==> config.mk <==
export PLATFORM = sky130hd
export DESIGN_NAME = tap_tempo
export DESIGN_NICKNAME = d
export VERILOG_FILES = /design/src/rtl/blinker_pkg.sv /design/src/rtl/tap_history.sv /design/src/rtl/tap_tempo.sv
export SDC_FILE = /design/constraint.sdc
export NUM_CORES = 1
export LEC_CHECK = 0
export ABC_CLOCK_PERIOD_IN_PS = 6700
export CAP_MARGIN = 20
export CORE_MARGIN = 4
export CORE_UTILIZATION = 59
export CTS_CLUSTER_DIAMETER = 40
export DETAILED_ROUTE_END_ITERATION = 16
export GPL_TIMING_DRIVEN = 1
export MAX_ROUTING_LAYER = met4
export PLACE_DENSITY = 0.88
export SETUP_SLACK_MARGIN = 0.05
export SLEW_MARGIN = 20
export SYNTH_ARGS = -nofsm -noshare
export SYNTH_HDL_FRONTEND = slang
export SYNTH_SLANG_ARGS = --single-unit
==> constraint.sdc <==
create_clock -name clk -period 6.7 [get_ports clk]
set_input_delay 1.34 -clock clk [delete_from_list [all_inputs] [get_ports clk]]
set_output_delay 1.34 -clock clk [all_outputs]
set_load 0.02 [all_outputs]
==> src/rtl/blinker_pkg.sv <==
// Shared definitions for the LED blinker: tap-tempo FSM states and the
// power-up divider compare value also used by the fixed speed table.
package blinker_pkg;

  typedef enum logic {
    TAP_IDLE    = 1'b0,
    TAP_MEASURE = 1'b1
  } tap_state_e;

  localparam int unsigned DEFAULT_COUNT = 32'd9_999_999;

endpackage

==> src/rtl/tap_history.sv <==
// Four-slot interval history with a registered sum of all slots.
// fill loads every slot with the same interval (start of a sequence);
// shift pushes a new interval in and drops the oldest.
module tap_history
  import blinker_pkg::*;
#(
  parameter int CNT_W = 32
) (
  input  logic             clk,
  input  logic             rst_n,
  input  logic             fill,
  input  logic             shift,
  input  logic [CNT_W-1:0] interval,
  output logic [CNT_W+1:0] sum,
  output logic             sum_vld
);

  logic [CNT_W-1:0] slot_p1 [4];
  logic             vld_p1;
  logic [CNT_W+1:0] sum_p2;
  logic             vld_p2;

  function automatic logic [CNT_W+1:0] widen(input logic [CNT_W-1:0] v);
    return {2'b00, v};
  endfunction

  // Stage 1: history slots are written on an accepted interval
  always_ff @(posedge clk or negedge rst_n) begin
    if (!rst_n) begin
      for (int i = 0; i < 4; i++) slot_p1[i] <= '0;
      vld_p1 <= 1'b0;
    end else begin
      vld_p1 <= fill | shift;
      if (fill) begin
        for (int i = 0; i < 4; i++) slot_p1[i] <= interval;
      end else if (shift) begin
        slot_p1[0] <= interval;
        for (int i = 1; i < 4; i++) slot_p1[i] <= slot_p1[i-1];
      end
    end
  end

  // Stage 2: sum of the freshly updated history, two guard bits wide
  always_ff @(posedge clk or negedge rst_n) begin
    if (!rst_n) begin
      sum_p2 <= '0;
      vld_p2 <= 1'b0;
    end else begin
      vld_p2 <= vld_p1;
      if (vld_p1) begin
        sum_p2 <= widen(slot_p1[0]) + widen(slot_p1[1]) +
                  widen(slot_p1[2]) + widen(slot_p1[3]);
      end
    end
  end

  assign sum     = sum_p2;
  assign sum_vld = vld_p2;

endmodule

==> src/rtl/tap_tempo.sv <==
// Tap-tempo front end for the LED step-rate divider. Times the gap between
// debounced button taps, averages the last four gaps and turns the average
// into a half-period compare value so the chaser steps once per beat.
module tap_tempo
  import blinker_pkg::*;
#(
  parameter int                CNT_W         = 32,
  parameter int unsigned       MIN_PERIOD    = 2_000_000,
  parameter int unsigned       MAX_PERIOD    = 400_000_000,
  parameter logic [CNT_W-1:0]  DEFAULT_COUNT = CNT_W'(blinker_pkg::DEFAULT_COUNT)
) (
  input  logic             clk,
  input  logic             rst_n,
  input  logic             tap,
  output logic [CNT_W-1:0] max_count,
  output logic             update,
  output logic             locked
);

  localparam logic [CNT_W-1:0] MIN_CNT = CNT_W'(MIN_PERIOD);
  localparam logic [CNT_W-1:0] MAX_CNT = CNT_W'(MAX_PERIOD);
  localparam logic [CNT_W-1:0] CNT_SAT = '1;

  // Half of the four-slot average, minus one: the divider toggles every
  // max_count+1 cycles, so a full LED step spans one averaged interval.
  function automatic logic [CNT_W-1:0] half_avg_minus_one(input logic [CNT_W+1:0] s);
    logic [CNT_W+1:0] t;
    t = (s >> 3) - (CNT_W+2)'(1);
    return t[CNT_W-1:0];
  endfunction

  tap_state_e       state, state_next;
  logic             tap_prev;
  logic             tap_edge;
  logic [CNT_W-1:0] cnt;
  logic             restart;
  logic             fill;
  logic             shift;
  logic             drop_lock;
  logic [CNT_W+1:0] sum;
  logic             sum_vld;

  assign tap_edge = tap & ~tap_prev;

  // Previous tap level for rising-edge detection
  always_ff @(posedge clk or negedge rst_n) begin
    if (!rst_n) tap_prev <= 1'b0;
    else        tap_prev <= tap;
  end

  // Sequence state register
  always_ff @(posedge clk or negedge rst_n) begin
    if (!rst_n) state <= TAP_IDLE;
    else        state <= state_next;
  end

  // Next state and per-cycle controls; a timeout wins over accepting an
  // interval, so an edge on the timeout cycle only opens a new sequence
  always_comb begin
    state_next = state;
    restart    = 1'b0;
    fill       = 1'b0;
    shift      = 1'b0;
    drop_lock  = 1'b0;
    case (state)
      TAP_IDLE: begin
        if (tap_edge) begin
          state_next = TAP_MEASURE;
          restart    = 1'b1;
        end
      end
      TAP_MEASURE: begin
        if (cnt == MAX_CNT) begin
          drop_lock = 1'b1;
          if (tap_edge) restart    = 1'b1;
          else          state_next = TAP_IDLE;
        end else if (tap_edge && (cnt >= MIN_CNT)) begin
          restart = 1'b1;
          if (locked) shift = 1'b1;
          else        fill  = 1'b1;
        end
      end
      default: state_next = TAP_IDLE;
    endcase
  end

  // Interval counter: the cycle after a restart reads 1, so at the next
  // edge it holds the exact edge-to-edge distance; saturates, never wraps
  always_ff @(posedge clk or negedge rst_n) begin
    if (!rst_n) begin
      cnt <= '0;
    end else if (restart) begin
      cnt <= CNT_W'(1);
    end else if ((state == TAP_MEASURE) && (cnt != CNT_SAT)) begin
      cnt <= cnt + CNT_W'(1);
    end
  end

  // Lock flag: set by the first measured interval, cleared by a timeout
  always_ff @(posedge clk or negedge rst_n) begin
    if (!rst_n)         locked <= 1'b0;
    else if (drop_lock) locked <= 1'b0;
    else if (fill)      locked <= 1'b1;
  end

  tap_history #(
    .CNT_W (CNT_W)
  ) u_history (
    .clk      (clk),
    .rst_n    (rst_n),
    .fill     (fill),
    .shift    (shift),
    .interval (cnt),
    .sum      (sum),
    .sum_vld  (sum_vld)
  );

  // Stage 3: compare value and its one-cycle update strobe
  always_ff @(posedge clk or negedge rst_n) begin
    if (!rst_n) begin
      max_count <= DEFAULT_COUNT;
      update    <= 1'b0;
    end else begin
      update <= sum_vld;
      if (sum_vld) max_count <= half_avg_minus_one(sum);
    end
  end

endmodule

==> impl_metrics.tcl <==
set metrics [dict create \
    drive_gt1_share_pct 9.69 \
    clockBufferDepth 3 \
    synthCells 1465 \
    grt_overflow 0 \
    clock.fmax_mhz 168 \
    rows 55 \
    p_sw_mw 4.10 \
    initial_core_util_pct 60.5 \
    drc 0 \
    antenna_found_initial 0 \
    path_max_fanout 6 \
    die_area_mm2 0.0259 \
    reg2reg_slack_ns 0.76 \
    clkTransAtPathRegs_ns 0.06 \
    yosysMostFrequentCell "dfrtp_1" \
    syn_area_mm2 0.0138 \
    synth_edf_count 0 \
    gp_congestion 0.923 \
    core_area_mm2 0.0228 \
    drtIter0Drc 908 \
    cts_hold_buffers 0 \
    vias_per_cell 5.88 \
    insertion_delay_ns 0.55 \
    p_comb_share_pct 57.7 \
    synthFlopType "dfrtp_1" \
    crit-reg2reg-launch "u_history.slot_p1[64]$_DFFE_PN0P_" \
    cp_data_arrival_time_ns 6.36 \
    die_w_um 161 \
    vias 10600 \
    r2r-end "u_history.sum[28]$_DFFE_PN0P_" \
    min_from "max_count[5]$_DFFE_PN1P_" \
    required_ns 7.12 \
    ys_seq_area_share_pct 41.6 \
    syn2layout_area_growth_pct 11.8 \
    fin_crit_ns 5.94 \
    grt_use_total_pct 23.5 \
    synth_nets 1567 \
    synth_top_area_share_pct 38.9 \
    async_flop_share_pct 100 \
    synth.area.top_cells "dfrtp_1 (39%), a21oi_1 (6.6%), ha_1 (6.1%)" \
    pwr-share-seq_pct 24.6 \
    synth.distinct_cells 64 \
    port_buffers 36 \
    ff2ff_path_depth 22 \
    finalSetupViolations 0 \
    period_share_pct 88.6 \
    min_to "max_count[5]$_DFFE_PN1P_" \
    routed_wl_mm 29.4 \
    cp-start-kind "register" \
    skew_ns 0.0198 \
    endpoint_kind "register" \
    finalMaxSlewViolations 0 \
    drt_pass1_iterations 5 \
    cts_tree "done" \
    peakVddDrop_uv 353 \
    die_h_um 161 \
    pre_cts_slack_ns 1.04 \
    switching_share_pct 43.5 \
    rsz0062_at_grt "false" \
    ys_seq_elements 229 \
    path_class "register to register" \
    clock_sinks 229 \
    n_antenna_cell 0 \
    cts_made_buffers 29 \
    worst_slack_ns 0.762 \
    fin_setup_tns_ns 0 \
    post_cts_buffers 0 \
    fin_nets 1575 \
    n_fill_cell 1590 \
    min_path_type "register to register" \
    worst_pin_slew_ns 0.997 \
    cts_resized 0 \
    grt_max_degree 138 \
    powerDensity_mw_per_mm2 610 \
    p_int_mw 5.32 \
    cts-root-buf "clkbuf_16" \
    place_hpwl_mm 20.0 \
    cap_violations 0 \
    htreeDepth 1 \
    status "completed" \
    syn_avg_cell_area_um2 9.43 \
    yosysWarnings 0 \
    hold_viol 0 \
    io_pins 37 \
    synth_top_area_cell "dfrtp_1" \
    min_delay_path_depth 2 \
    detail_route.wl_per_cell_um 16.3 \
    grt_pass1_wl_mm 50.4 \
    slew_headroom_pct 33.0 \
    ant_nets 0 \
    grt_pass1_vias 10400 \
    p_leak_nw 7.10 \
    clkPwrFrac_pct 17.7 \
    ys_top_cells_by_count "dfrtp_1 (215), a21oi_1 (181), inv_1 (140), nor2_1 (106), nand2_1 (87)" \
]
[cells by family after synthesis]
kind of cell               Yosys count  share of synthesized area, %
AOI/OAI and AO/OA                  400                          17.4
and+or+nand+nor                    371                          13.6
DFF                                229                          41.6
buffers and inverters              205                          5.59
xor gates and xnor gates           109                          6.91
adders and majority gates           99                          10.7
muxes                               52                          4.20
[critical path: stages, from the launching register on]
cell and delay [ns]:
dfrtp_1 0.37, ha_1 0.21, inv_1 0.07, fa_1 0.40
nor2b_1 0.21, o2111ai_1 0.15, a21oi_1 0.17, o21ai_0 0.19
o31ai_1 0.85, a221o_1 0.35, a21oi_1 0.11, xor2_1 0.16
fa_1 0.49, inv_1 0.04, ha_1 0.37, a21o_1 0.24
a211oi_1 0.20, o21ai_0 0.12, a31oi_1 0.15, o21ai_0 0.17
a221oi_1 0.40, xnor2_1 0.11, mux2_2 0.27
[final cells by class]
class	count	area [µm²]	share of cell area, %
clock buffers	35	758	4.91
flip-flops and latches	229	5750	37.2
well taps	313	392	2.53
multi-input cells	1031	7310	47.3
repair buffers	42	423	2.74
inverters	140	526	3.40
clock inverters	19	288	1.86
[per-layer routing]
layer	vias to the layer above	GRT usage [%]	wire, µm
met5	-	-	0
li1	5104	-	-
met2	342	38.5	14200
met4	0	6.86	733
met1	5129	31.2	12900
met3	66	3.14	1620
[power by group through the flow]
stage          combinational (mW)  clock (mW)  sequential [mW]
4_1_cts                      5.41        1.70             2.31
2_1_floorplan                4.00           0             2.34
3_5_place_dp                 5.29           0             2.33
3_3_place_gp                 5.10           0             2.29
5_1_grt                      6.11        1.76             2.39
6_report                     5.44        1.67             2.32
[cells in the final DEF, fill, tap and decap left out, types with 32 or more instances in the layout]
cell type,count
o21ai_0,75
nand2_1,87
nor2_1,105
clkdlybuf4s50_1,35
a21oi_1,181
mux2_2,48
xnor2_1,64
a211oi_1,64
dfrtp_1,213
nor2b_1,36
fa_1,32
inv_1,140
ha_1,67
xor2_1,45
[sequential cells by signal (all words and copies together) (netlist names)]
signal             count
state                  1
cnt                   32
locked                 1
u_history.slot_p1    128
tap_prev               1
update                 1
u_history.vld_p1       1
u_history.sum         31
u_history.sum_vld      1
max_count             32
[metrics by stage]
step | instance area, µm² | power (mW) | hold slack (ns) | util, % | std cells
6_report | 15500 | 9.42 | 0.483 | 67.6 | 1809
3_3_place_gp | 14400 | 7.39 | 0.455 | 63.0 | 1755
4_1_cts | 15500 | 9.42 | 0.485 | 67.6 | 1809
3_5_place_dp | 14400 | 7.61 | 0.457 | 63.1 | 1755
5_1_grt | 15500 | 10.3 | 0.512 | 67.6 | 1809
2_1_floorplan | 13800 | 6.34 | 0.352 | - | 1465
[worst max path at each step]
stage                                            from                            end  cells after the start
floorplan           u_history.slot_p1[64]$_DFFE_PN0P_  u_history.sum[29]$_DFFE_PN0P_                     22
global placement    u_history.slot_p1[64]$_DFFE_PN0P_  u_history.sum[29]$_DFFE_PN0P_                     22
global route        u_history.slot_p1[96]$_DFFE_PN0P_  u_history.sum[28]$_DFFE_PN0P_                     22
finish              u_history.slot_p1[64]$_DFFE_PN0P_  u_history.sum[28]$_DFFE_PN0P_                     22
detailed placement  u_history.slot_p1[64]$_DFFE_PN0P_  u_history.sum[28]$_DFFE_PN0P_                     22
CTS                 u_history.slot_p1[64]$_DFFE_PN0P_  u_history.sum[28]$_DFFE_PN0P_                     22
Note: power is estimated with default switching activity, not from simulation.
